<file path="src/rtl/vga_text_writer.sv">
// Character-stream text-buffer writer: pops codes from a FWFT FIFO and writes {bg, fg, char} cells.
// Optional macro VGA_WRAP_CLEAR_EN: every row advance blanks the newly entered row.
module vga_text_writer #(
    parameter int COLS = 80,
    parameter int ROWS = 60
) (
    input  logic        clk_in,
    input  logic        rst_out,
    input  logic        fifo_ready,
    input  logic [7:0]  fifo_data,
    output logic        fifo_rd,
    input  logic [7:0]  fg_color,
    input  logic [7:0]  bg_color,
    output logic        VGA_we,
    output logic [12:0] write_addr,
    output logic [23:0] ASCII,
    output logic        busy,
    output logic [5:0]  cursor_row,
    output logic [6:0]  cursor_col
);

    localparam int CELLS = COLS * ROWS;

    typedef enum logic [1:0] {IDLE, DECODE, CLRLINE, CLRALL} state_t;

    state_t      state, state_nxt;
    logic [7:0]  char_q, char_nxt;
    logic [7:0]  fg_q, fg_nxt, bg_q, bg_nxt;
    logic [12:0] fill_cnt, fill_nxt;
    logic [12:0] row_base;
    logic [12:0] addr_nxt;
    logic [23:0] ascii_nxt;
    logic [5:0]  row_nxt;
    logic [6:0]  col_nxt;
    logic        rd_nxt, we_nxt, busy_nxt;
    logic        rst_q;

    function automatic logic [5:0] row_inc(input logic [5:0] r);
        return (r == 6'(ROWS - 1)) ? 6'd0 : r + 6'd1;
    endfunction

    assign row_base = 13'(cursor_row) * 13'(COLS);

    always_comb begin
        state_nxt = state;
        char_nxt  = char_q;
        fg_nxt    = fg_q;
        bg_nxt    = bg_q;
        fill_nxt  = fill_cnt;
        rd_nxt    = 1'b0;
        we_nxt    = 1'b0;
        addr_nxt  = write_addr;
        ascii_nxt = ASCII;
        row_nxt   = cursor_row;
        col_nxt   = cursor_col;

        case (state)
            IDLE: begin
                // rst_q keeps the FIFO untouched in the first cycle after reset release
                if (fifo_ready && !rst_q) begin
                    char_nxt  = fifo_data;
                    rd_nxt    = 1'b1;
                    state_nxt = DECODE;
                end
            end
            DECODE: begin
                state_nxt = IDLE;
                fg_nxt    = fg_color;
                bg_nxt    = bg_color;
                fill_nxt  = 13'd0;
                if (char_q >= 8'h20 && char_q <= 8'h7E) begin
                    we_nxt    = 1'b1;
                    addr_nxt  = row_base + 13'(cursor_col);
                    ascii_nxt = {bg_color, fg_color, char_q};
                    if (cursor_col == 7'(COLS - 1)) begin
                        col_nxt = 7'd0;
                        row_nxt = row_inc(cursor_row);
`ifdef VGA_WRAP_CLEAR_EN
                        state_nxt = CLRLINE;
`endif
                    end else begin
                        col_nxt = cursor_col + 7'd1;
                    end
                end else begin
                    case (char_q)
                        8'h0A: begin
                            col_nxt = 7'd0;
                            row_nxt = row_inc(cursor_row);
`ifdef VGA_WRAP_CLEAR_EN
                            state_nxt = CLRLINE;
`endif
                        end
                        8'h0D: col_nxt = 7'd0;
                        8'h08: begin
                            if (cursor_col != 7'd0) begin
                                col_nxt   = cursor_col - 7'd1;
                                we_nxt    = 1'b1;
                                addr_nxt  = row_base + 13'(cursor_col - 7'd1);
                                ascii_nxt = {bg_color, fg_color, 8'h20};
                            end
                        end
                        8'h0C: state_nxt = CLRALL;
                        default: ;
                    endcase
                end
            end
`ifdef VGA_WRAP_CLEAR_EN
            CLRLINE: begin
                // cursor_row already points at the row being blanked
                we_nxt    = 1'b1;
                addr_nxt  = row_base + fill_cnt;
                ascii_nxt = {bg_q, fg_q, 8'h20};
                if (fill_cnt == 13'(COLS - 1)) begin
                    state_nxt = IDLE;
                end else begin
                    fill_nxt = fill_cnt + 13'd1;
                end
            end
`endif
            CLRALL: begin
                we_nxt    = 1'b1;
                addr_nxt  = fill_cnt;
                ascii_nxt = {bg_q, fg_q, 8'h20};
                if (fill_cnt == 13'(CELLS - 1)) begin
                    state_nxt = IDLE;
                    row_nxt   = 6'd0;
                    col_nxt   = 7'd0;
                end else begin
                    fill_nxt = fill_cnt + 13'd1;
                end
            end
            default: state_nxt = IDLE;
        endcase

        // busy also covers the cycle in which the final write is presented
        busy_nxt = (state_nxt != IDLE) || we_nxt;
    end

    always_ff @(posedge clk_in) begin
        rst_q <= rst_out;
        if (rst_out) begin
            state      <= IDLE;
            fifo_rd    <= 1'b0;
            VGA_we     <= 1'b0;
            busy       <= 1'b0;
            cursor_row <= 6'd0;
            cursor_col <= 7'd0;
            write_addr <= 13'd0;
            ASCII      <= 24'h000020;
            fill_cnt   <= 13'd0;
        end else begin
            state      <= state_nxt;
            fifo_rd    <= rd_nxt;
            VGA_we     <= we_nxt;
            busy       <= busy_nxt;
            cursor_row <= row_nxt;
            cursor_col <= col_nxt;
            write_addr <= addr_nxt;
            ASCII      <= ascii_nxt;
            fill_cnt   <= fill_nxt;
        end
    end

    always_ff @(posedge clk_in) begin
        char_q <= char_nxt;
        fg_q   <= fg_nxt;
        bg_q   <= bg_nxt;
    end

endmodule

</file>
<file path="config.mk">
export PLATFORM = sky130hd
export DESIGN_NAME = vga_text_writer
export DESIGN_NICKNAME = d
export VERILOG_FILES = /design/src/rtl/vga_text_writer.sv
export SDC_FILE = /design/constraint.sdc
export NUM_CORES = 1
export LEC_CHECK = 0
export CAP_MARGIN = 20
export CORE_ASPECT_RATIO = 0.9
export CORE_UTILIZATION = 50
export DETAILED_ROUTE_END_ITERATION = 6
export PLACE_DENSITY = 0.75
export REMOVE_ABC_BUFFERS = 1
export SLEW_MARGIN = 40
export SYNTH_ARGS = -nofsm -noshare
export SYNTH_HDL_FRONTEND = slang
export SYNTH_SLANG_ARGS = --single-unit
export TNS_END_PERCENT = 10
</file>
<file path="constraint.sdc">
create_clock -name clk_in -period 3.65 [get_ports clk_in]
set_input_delay 0.73 -clock clk_in [delete_from_list [all_inputs] [get_ports clk_in]]
set_output_delay 0.73 -clock clk_in [all_outputs]
set_load 0.005 [all_outputs]
</file>
==> impl_metrics.tcl <==
set metrics [dict create \
    nNetsFinal 643 \
    cts_tree "done" \
    post-route-drc-count 0 \
    clk_path_buf_depth 2 \
    tightest_slew_ps 706 \
    critPathRequiredTime_ps 3900 \
    grt_max_degree 38 \
    dieHeight_microns 96.1 \
    finalClockSkew_ps 8.96 \
    fp.dieArea_sq_um 10200 \
    slew_viol_final 0 \
    synth_top_area_cell "dfxtp_1" \
    sequentialPowerShare 0.531 \
    worst-r2r-cell-count 11 \
    clock-sinks 93 \
    path_buf_inv 0 \
    grt_pass1_vias 3996 \
    dp_cells 704 \
    fin_setup_tns_ps 0 \
    peakVddDrop_mv 0.195 \
    port_buffers 79 \
    cpLargestDelayFamily "compound AO/OA/AOI/OAI gates" \
    ys_ff_latch 93 \
    synthCells 524 \
    fill_cells 814 \
    finalPower_uw 2070 \
    ioPinCount 80 \
    clock_power_share 0.369 \
    synth_compound_area_frac 0.202 \
    rsz0062_at_grt "no" \
    outcome "finished clean" \
    max-cap-violations 0 \
    dp.final_hpwl_mm 8.38 \
    hold_path.startpoint "write_addr[6]$_SDFFE_PP0P_" \
    synth_flop_cell "dfxtp_1" \
    cts.hold.buffers_added 0 \
    vias 4259 \
    power_leakage_uw 0.00219 \
    hold_path_class "reg -> reg" \
    track_usage 0.248 \
    numCtsBuffers 9 \
    final_antenna_net_count 0 \
    cpMostUsedCell "ha_1" \
    seq_area_sq_um 2100 \
    p_per_area_nw_per_um2 344 \
    drt-total-wl_mm 11.9 \
    syn_avg_cell_area_sq_um 9.39 \
    drive_gt1_frac 0.102 \
    intPower_uw 1570 \
    switching_share 0.241 \
    r2r_slack_ps 370 \
    cp_slowest_cell "dfxtp_1" \
    htreeDepth 3 \
    finalCriticalPeriod_ps 3280 \
    synth_area_sq_um 4920 \
    p_comb_frac 0.101 \
    synth_warnings 0 \
    diodes 0 \
    clock-root-buffer "clkbuf_8" \
    endpoint_kind "flip-flop" \
    critPathKind "reg -> reg" \
    yosys.area_share.xor_xnor 0.0427 \
    syn_to_final_growth_pct 22.2 \
    hold_slack_ps 458 \
    core_area_sq_um 9330 \
    r2r_start "cursor_row[2]$_SDFFE_PP0P_" \
    synth-adder-area-share 0.0616 \
    drt-vias-per-instance 5.92 \
    die_x_microns 107 \
    fp-row-count 33 \
    crit_path_max_incr_delay_ps 460 \
    synth_edf_count 24 \
    gr-total-overflow 0 \
    netlist_top_cells_area "dfxtp_1 28%, edfxtp_1 15%, a311oi_2 5.5%" \
    multiInputGateArea_sq_um 2610 \
    fmax_mhz 305 \
    synth_top_cell_area_share 0.281 \
    power.switching_uw 498 \
    r2r-end "write_addr[11]$_SDFFE_PP0P_" \
    drt-initial-drc-count 237 \
    path_clk_slew_ps 80 \
    post-route-period-util 0.899 \
    first_pass_iters 5 \
    synth_top_family_by_area "simple AND/OR/NAND/NOR gates" \
    yosys-mux-area-fraction 0.0102 \
    worstSetupStartpointType "flip-flop" \
    avgRoutedWirePerCell_microns 16.6 \
    worst-path-max-fanout 8 \
    async_flop_share 0 \
    antenna_found_initial 0 \
    crit_path_cell_trace "ha_1, ha_1, a21o_1, a21oi_1, xnor2_1, ha_1, a21o_1, a2111oi_1, o21ai_0, nor3b_1, o41ai_1" \
    hold_viol_final 0 \
    arrival_ps 3530 \
    clock_latency_ps 360 \
    holdPathEnd "write_addr[6]$_SDFFE_PP0P_" \
    whs_path_depth 2 \
    initial_utilization 0.527 \
    setup_violations 0 \
    slew_headroom 0.525 \
    gp_congestion 0.823 \
    ys_seq_area_frac 0.427 \
    grt_pass1_wl_mm 20.0 \
    final_cells 720 \
    synth_cell_type_count 71 \
    synthSimpleGateAreaFrac 0.212 \
]
-- worst min-delay path, stage by stage (launching register included) --
cell and delay (ps):
dfxtp_1 320, nand2_1 50, a21oi_1 50
-- worst max-delay path by stage --
stage / start / end / depth (start not counted)
final: cursor_row[2]$_SDFFE_PP0P_ / write_addr[11]$_SDFFE_PP0P_ / 11
after global routing: cursor_col[3]$_SDFFE_PP0P_ / write_addr[11]$_SDFFE_PP0P_ / 11
after CTS: cursor_row[4]$_SDFFE_PP0P_ / write_addr[11]$_SDFFE_PP0P_ / 11
after detailed placement: cursor_row[2]$_SDFFE_PP0P_ / write_addr[11]$_SDFFE_PP0P_ / 11
after global placement: cursor_row[2]$_SDFFE_PP0P_ / write_addr[11]$_SDFFE_PP0P_ / 11
after floorplan: char_q[0]$_DFFE_PP_ / write_addr[3]$_SDFFE_PP0P_ / 6
-- flip-flops by register name, indices dropped and copies added, names as in the netlist --
register    count
char_q          8
rst_q           1
state           2
bg_q            8
fifo_rd         1
fg_q            8
ASCII          24
VGA_we          1
fill_cnt       13
cursor_col      7
busy            1
write_addr     13
cursor_row      6
-- power by group through the flow --
stage / registers, uW / clock network (uW) / logic [uW]
after floorplan: 1120 / 0 / 108
final: 1100 / 763 / 208
after CTS: 1100 / 784 / 208
after detailed placement: 1120 / 0 / 207
after global placement: 1120 / 0 / 202
after global routing: 1100 / 824 / 229
-- per-stage QoR --
stage          setup WS (ps)  cell area (sq um)   util
4_1_cts                  306               6000  0.643
2_1_floorplan            559               4750      -
3_5_place_dp             334               5780  0.620
3_3_place_gp             541               5770  0.619
5_1_grt                 80.8               6010  0.644
6_report                 368               6010  0.644
-- timing repair --
| item | CTS | global route |
|---|---|---|
| endpoints found under the setup margin | 0 | 1 |
| gates resized for setup | 0 | 1 |
| setup buffers | 0 | 0 |
-- cell families (layout without fill, tap and decap cells) --
family / count (synthesis) / after routing
muxes: 5 / 5
buffers and inverters: 44 / 118
AOI/OAI and AO/OA: 122 / 122
and+or+nand+nor: 213 / 213
adders and majority gates: 23 / 23
DFF: 93 / 93
xor gates and xnor gates: 24 / 24
-- synthesized netlist by cell type, drive strengths merged, types with 3 or more instances --
cell type,instances
ha,21
clkbuf,14
nand3,23
edfxtp,24
mux2i,5
xor2,12
and2,5
o211ai,7
a21o,5
nand2,74
nor2b,5
nor4b,3
or4b,3
buf,17
o221ai,7
a211oi,3
o2111ai,4
inv,12
nor3,5
o21ai,16
nor2,58
and3,7
a21oi,36
nor3b,4
nor4,3
xnor2,12
dfxtp,69
a311oi,20
or3,3
nand4,10
-- cells in the final DEF, fill, tap and decap left out, types with 3 or more instances in the layout --
| cell type | count |
|---|---|
| clkdlybuf4s50_1 | 78 |
| nand2_1 | 72 |
| dfxtp_1 | 69 |
| nor2_1 | 58 |
| a21oi_1 | 35 |
| edfxtp_1 | 24 |
| nand3_1 | 23 |
| ha_1 | 21 |
| a311oi_2 | 18 |
| o21ai_0 | 16 |
| inv_1 | 12 |
| xnor2_1 | 12 |
| xor2_1 | 12 |
| clkbuf_8 | 9 |
| buf_4 | 9 |
| nand4_1 | 8 |
| and3_1 | 7 |
| o211ai_1 | 6 |
| o221ai_1 | 6 |
| a21o_1 | 5 |
| and2_1 | 5 |
| nor3_1 | 5 |
| mux2i_1 | 5 |
| o2111ai_1 | 4 |
| nor3b_1 | 4 |
| nor2b_1 | 4 |
| a211oi_1 | 3 |
| or3_1 | 3 |
-- layout make-up --
type | count | area share
Clock buffer | 10 | 0.0212
Tap cell | 122 | 0.0254
Clock inverter | 6 | 0.0154
Inverter | 13 | 0.00812
Timing Repair Buffer | 89 | 0.146
Multi-Input combinational cell | 387 | 0.434
Sequential cell | 93 | 0.350
-- layer usage --
layer | vias up | wire length, microns | part of all wire | global-route usage
met4 | 0 | 169 | 0.014 | 0.0651
met1 | 2041 | 5610 | 0.47 | 0.337
met3 | 15 | 760 | 0.064 | 0.0589
met2 | 149 | 5390 | 0.45 | 0.398
met5 | - | 0 | 0 | 0
li1 | 2054 | - | - | -
Power figures use the tool's default switching activity.
